File: config.mk
export PLATFORM = sky130hd
export DESIGN_NAME = c3lib_cdc_hs_tx
export DESIGN_NICKNAME = d
export VERILOG_FILES = /design/src/rtl/c3lib_cdc_hs_tx.sv
export SDC_FILE = /design/constraint.sdc
export NUM_CORES = 1
export LEC_CHECK = 0
export CAP_MARGIN = 20
export CORE_AREA = 2 2 46 48
export DETAILED_ROUTE_END_ITERATION = 10
export DIE_AREA = 0 0 48 50
export PLACE_DENSITY = 0.66
export SYNTH_ARGS = -nofsm -noshare
export SYNTH_HDL_FRONTEND = slang
export SYNTH_SLANG_ARGS = --single-unit
File: constraint.sdc
create_clock -name clk -period 1.43 [get_ports clk]
set_clock_uncertainty 0.2 [all_clocks]
set_input_delay 0.286 -clock clk [delete_from_list [all_inputs] [get_ports clk]]
set_output_delay 0.286 -clock clk [all_outputs]
set_load 0.02 [all_outputs]
File: src/rtl/c3lib_cdc_hs_tx.sv
// Source side of a 4-phase req/ack CDC handshake. It holds a word on a quasi-static
// bus, raises req_out, and completes the transfer once the synchronized ack has risen and fallen.
module c3lib_cdc_hs_tx #(
  parameter int               WIDTH        = 8,
  parameter int               SYNC_STAGES  = 2,
  parameter logic [WIDTH-1:0] DATA_RST_VAL = '0
) (
  input  logic             clk,
  input  logic             rst_n,
  input  logic             in_vld,
  input  logic [WIDTH-1:0] in_data,
  output logic             in_rdy,
  output logic             req_out,
  output logic [WIDTH-1:0] data_out,
  input  logic             ack_in,
  output logic             done,
  output logic             err_ack
);

  typedef enum logic [1:0] {IDLE, REQ, REL} state_e;

  state_e             state_q, state_d;
  logic [SYNC_STAGES-1:0] ack_sync_q;
  logic               ack_s, ack_s_nxt;
  logic               rdy_q, rdy_d;
  logic               req_q, req_d;
  logic [WIDTH-1:0]   data_q, data_d;
  logic               done_q, done_d;
  logic               err_q, err_d;

  always_ff @(posedge clk or negedge rst_n) begin
    if (!rst_n) ack_sync_q <= '0;
    else        ack_sync_q <= {ack_sync_q[SYNC_STAGES-2:0], ack_in};
  end

  assign ack_s     = ack_sync_q[SYNC_STAGES-1];
  // The value ack_s takes on this edge. err_ack therefore rises together with ack_s, not one cycle later.
  assign ack_s_nxt = ack_sync_q[SYNC_STAGES-2];

  always_ff @(posedge clk or negedge rst_n) begin
    if (!rst_n) begin
      state_q <= IDLE;
      rdy_q   <= 1'b1;
      req_q   <= 1'b0;
      data_q  <= DATA_RST_VAL;
      done_q  <= 1'b0;
      err_q   <= 1'b0;
    end else begin
      state_q <= state_d;
      rdy_q   <= rdy_d;
      req_q   <= req_d;
      data_q  <= data_d;
      done_q  <= done_d;
      err_q   <= err_d;
    end
  end

  always_comb begin
    state_d = state_q;
    rdy_d   = rdy_q;
    req_d   = req_q;
    data_d  = data_q;
    done_d  = 1'b0;
    err_d   = err_q | ((state_q == IDLE) & ack_s_nxt);
    case (state_q)
      IDLE: if (in_vld) begin
        data_d  = in_data;
        req_d   = 1'b1;
        rdy_d   = 1'b0;
        state_d = REQ;
      end
      REQ: if (ack_s) begin
        req_d   = 1'b0;
        state_d = REL;
      end
      REL: if (!ack_s) begin
        rdy_d   = 1'b1;
        done_d  = 1'b1;
        state_d = IDLE;
      end
      default: begin
        rdy_d   = 1'b1;
        req_d   = 1'b0;
        state_d = IDLE;
      end
    endcase
  end

  assign in_rdy   = rdy_q;
  assign req_out  = req_q;
  assign data_out = data_q;
  assign done     = done_q;
  assign err_ack  = err_q;

endmodule

# Word-level counts from Yosys, hierarchy flattened
# Cells that the tools add are included.
[op_classes] n_eq_ne=5 n_mux=12 bitwise=4 n_reduce_logical=5
[ops] cell="$reduce_and 3->1" n=3
[ops] cell="$mux 1" n=6
[ops] cell="$mux 2" n=3
[ops] cell="$ne 2x2->1 const B" n=3
[ops] cell="$pmux 1 s3" n=2
[ops] cell="$pmux 2 s3" n=1
[ops] cell="$eq 2x1->1 const B" n=1
[ops] cell="$eq 2x2->1 const B" n=1
[ops] cell="$logic_not 2->1" n=1
[ops] cell="$not 1->1" n=2
[ops] cell="$reduce_and 2->1" n=1
[ops] cell="$and 1x1->1" n=1
[ops] cell="$or 1x1->1" n=1
[totals] regBits=16 word_cells=33

# Logic depth before layout (Yosys ltp)
[depth] ltp_word=3 ltp_mapped=4 ltp_nobuf=3

# Worst setup path after synthesis
# OpenSTA, ideal clock, no wires.
[synth_timing] path_kind="register to register" start="register state_q[1]" end="register data_q[0], in the netlist data_out[0]" setup_ns=0.125 arrival_ns=1.105 setup_slack_ns=0.000 path_stages_with_launch=5 path_buffers=1 cell_sequence="dfrtp_1 -> nor2_2 -> and2_4 -> buf_6 -> mux2_4"
[synth_between] elab_chain_len=2
[synth_lines] element="from (decl)" line_no="22" source="state_e state_q, state_d;"
[synth_lines] element="from (signal assigned)" line_no="49" source="state_q <= state_d;"
[synth_lines] element="$logic_not 2->1" line_no="65" source="case (state_q)"
[synth_lines] element="$reduce_and 2->1 (no line)"
[synth_lines] element="to (signal assigned)" line_no="52" source="data_q <= data_d;"
[synth_lines] element="to (decl)" line_no="27" source="logic [WIDTH-1:0] data_q, data_d;"
# Every way passes these cells.
# A chain may end at the register's enable or synchronous reset.

# Final worst setup path
[layout_timing] start="register rdy_q, in the netlist in_rdy" end="output in_rdy"
[layout_rtl] element="from (decl)" line_no="25" source="logic rdy_q, rdy_d;"
[layout_rtl] element="from (signal assigned)" line_no="50" source="rdy_q <= rdy_d;"
[layout_rtl] element="to (decl)" line_no="12" source="output logic in_rdy,"
# No word-level cell between the ends.

==> flow_metrics.py <==
metrics = {
    "clock_network": {
        "clock-root-buffer": "clkbuf_4",
        "clock_latency_ns": 0.28,
        "numCtsBuffers": 3,
        "hold_buffers": 0,
        "tritoncts": "yes",
        "cts_buffer_depth": 2,
        "clock_sinks": 16,
        "clk_pin_slew_ns": 0.09,
        "cts.htree.levels": 1,
    },
    "route": {
        "vias": 410,
        "via_per_inst": 4.23,
        "drt-total-wl_um": 1120,
        "drt-met1-wl_um": 472,
        "wl_met2_um": 563,
        "drc": 0,
        "drt_iter0_drc": 1,
        "first_pass_iters": 2,
        "wl_per_cell_um": 11.5,
        "ant_nets": 0,
        "wl_met3_um": 72,
        "routed.top_layer": "met4",
    },
    "pwr": {
        "power_mw": 1.93,
        "power-per-cell-area_mw_per_mm2": 2150,
        "p_leak_nw": 0.421,
        "ir_drop_mv": 1.29,
    },
    "global_route": {
        "grt_pass1_vias": 444,
        "grt_max_degree": 17,
        "antenna_found_initial": 0,
        "grt_first_pass_wirelength_um": 1900,
        "overflow": 0,
        "track_usage": 0.115,
    },
    "logic_synthesis": {
        "synthDominantAreaCellType": "dfrtp_1",
        "ys_ff_latch": 16,
        "synthCells": 40,
        "yosysWarningCount": 0,
        "synth.distinct_cells": 17,
        "syn_nets": 52,
        "ys_seq_area_frac": 0.637,
        "synthTopCellsByCount": "dfrtp_1, mux2_4, a21oi_1, nor3b_1",
        "yosysMostFrequentCell": "dfrtp_1",
        "async_flop_share": 1.00,
        "synth_top_cell_area_share": 0.595,
        "synth_area_leaders": "dfrtp_1, mux2_4, dfstp_2, nor3b_1, buf_6",
        "ys.flop_type": "dfrtp_1",
        "synth-edff-count": 0,
        "syn_area_sq_um": 631,
        "avgSynthCellArea_sq_um": 15.8,
    },
    "layout": {
        "drive_gt1_frac": 0.443,
        "nNetsFinal": 83,
        "diodes": 0,
        "regArea_sq_um": 402,
        "fillers": 181,
        "final_util": 0.471,
        "syn_to_final_growth_pct": 42.1,
        "multi_input_area_sq_um": 214,
    },
    "critical_path": {
        "r2r_start": "state_q[0]$_DFFE_PN0P_",
        "path_class": "flop to output pin",
        "max_stage_delay_ns": 0.55,
        "cp.buffers_inverters": 1,
        "reg2reg_depth": 3,
        "worstReg2RegEnd": "data_out[0]$_DFFE_PN0P_",
        "path_max_fanout": 2,
        "required_ns": 0.94,
        "crit_family": "flip-flops",
        "endpoint_kind": "output pin",
        "critPathSlowestCell": "dfstp_2",
        "cp.arrival_ns": 0.95,
        "r2r_slack_ns": 0.04,
        "path_cells": "buf_6",
        "critPathLaunchType": "flop",
    },
    "floorplan": {
        "die-area_sq_mm": 0.00240,
        "die_h_um": 50,
        "die_x_um": 48,
        "initial_core_util": 0.332,
        "ioPinCount": 24,
        "coreArea_sq_mm": 0.00190,
        "num_rows": 16,
    },
    "sta": {
        "fmax_mhz": 696,
        "setup_viol": 1,
        "hold_violations": 0,
        "worstMarginPinSlew_ns": 0.199,
        "slew_violations": 0,
        "fin_ws_ns": -0.00623,
        "holdWs_ns": 0.102,
        "final.period_utilization": 1.00,
        "rsz0062_at_grt": "true",
        "relSlewSlack": 0.867,
        "min_period_ns": 1.44,
    },
    "hold_path": {
        "min_path_type": "input pin to async pin",
    },
    "job": {
        "maxCapViolCount": 0,
    },
    "run_status": {
        "violations": "negative setup slack",
        "status": "finished, violations left",
    },
    "placed_design": {
        "io_buffers": 23,
        "dp_hpwl_um": 804,
        "dpl_worst_slack_ns": -0.217,
        "gp_congestion": 0.639,
    },
}
power by group:
group          leakage [nW]  switching, mW  internal (mW)  total, mW
Sequential            0.186         0.0918          0.639      0.731
Combinational         0.214          0.438          0.468      0.906
Clock                0.0210          0.133          0.155      0.288
metal layers:
metal / up-vias / GRT usage
li1: 194 / -
met1: 201 / 0.136
met2: 13 / 0.171
met3: 2 / 0.0659
met4: 0 / 0.0405
met5: - / 0
layout by cell type (no fill, tap or decap):
| cell type | instances |
|---|---|
| nor3b_1 | 2 |
| dfstp_2 | 1 |
| dfrtp_1 | 15 |
| clkdlybuf4s50_1 | 11 |
| clkbuf_4 | 3 |
| clkbuf_8 | 1 |
| o22ai_1 | 1 |
| clkbuf_2 | 1 |
| o21a_1 | 1 |
| a21o_1 | 1 |
| inv_1 | 1 |
| a21oi_1 | 2 |
| and2_1 | 1 |
| mux2_4 | 8 |
| nor2_1 | 1 |
| buf_4 | 4 |
| buf_2 | 10 |
| or2b_1 | 1 |
| nand2b_1 | 1 |
| and2_4 | 1 |
| xor2_1 | 1 |
| nor2_2 | 1 |
| buf_6 | 1 |
area by class of cell:
class	count	share of cell area
clock buffers	4	0.0405
inverters	1	0.00419
multi-input cells	22	0.239
flip-flops and latches	16	0.448
well taps	27	0.0377
repair buffers	27	0.230
cell families after synthesis:
logic type	Yosys count	synth area share
AO/OA/AOI/OAI	5	0.0496
XOR/XNOR	1	0.0139
buffers and inverters	2	0.0238
flip-flops	16	0.637
multiplexers	8	0.190
AND/OR/NAND/NOR	8	0.0853
sequential cells by signal, summed over array words and instances (netlist names):
| register | flops |
|---|---|
| in_rdy | 1 |
| ack_sync_q | 2 |
| req_out | 1 |
| state_q | 2 |
| done | 1 |
| data_out | 8 |
| err_ack | 1 |
per-stage QoR:
step	setup TNS (ns)	cells	instance area, sq um
global placement	-1.74	93	913
finish	-0.00623	97	896
CTS	-0.0154	97	963
detailed placement	-1.87	93	913
floorplan	0	40	634
global route	-0.302	97	896
worst max-delay path by stage:
stage | startpoint | endpoint | slack [ns] | cells after the start
floorplan | state_q[1]$_DFFE_PN0P_ | data_out[0]$_DFFE_PN0P_ | 0.006 | 4
detailed placement | in_vld | data_out[3]$_DFFE_PN0P_ | -0.22 | 3
global route | in_rdy$_DFFE_PN1P_ | in_rdy | -0.05 | 1
finish | in_rdy$_DFFE_PN1P_ | in_rdy | -0.006 | 1
global placement | in_vld | data_out[7]$_DFFE_PN0P_ | -0.20 | 3
CTS | in_rdy$_DFFE_PN1P_ | in_rdy | -0.02 | 1
timing repair:
action                     4_1_cts  5_1_grt
pin swaps                        0        2
setup endpoints to repair       12       20
gates resized for setup         38       11
buffers inserted                 0        0
Power figures use the tool's default switching activity.
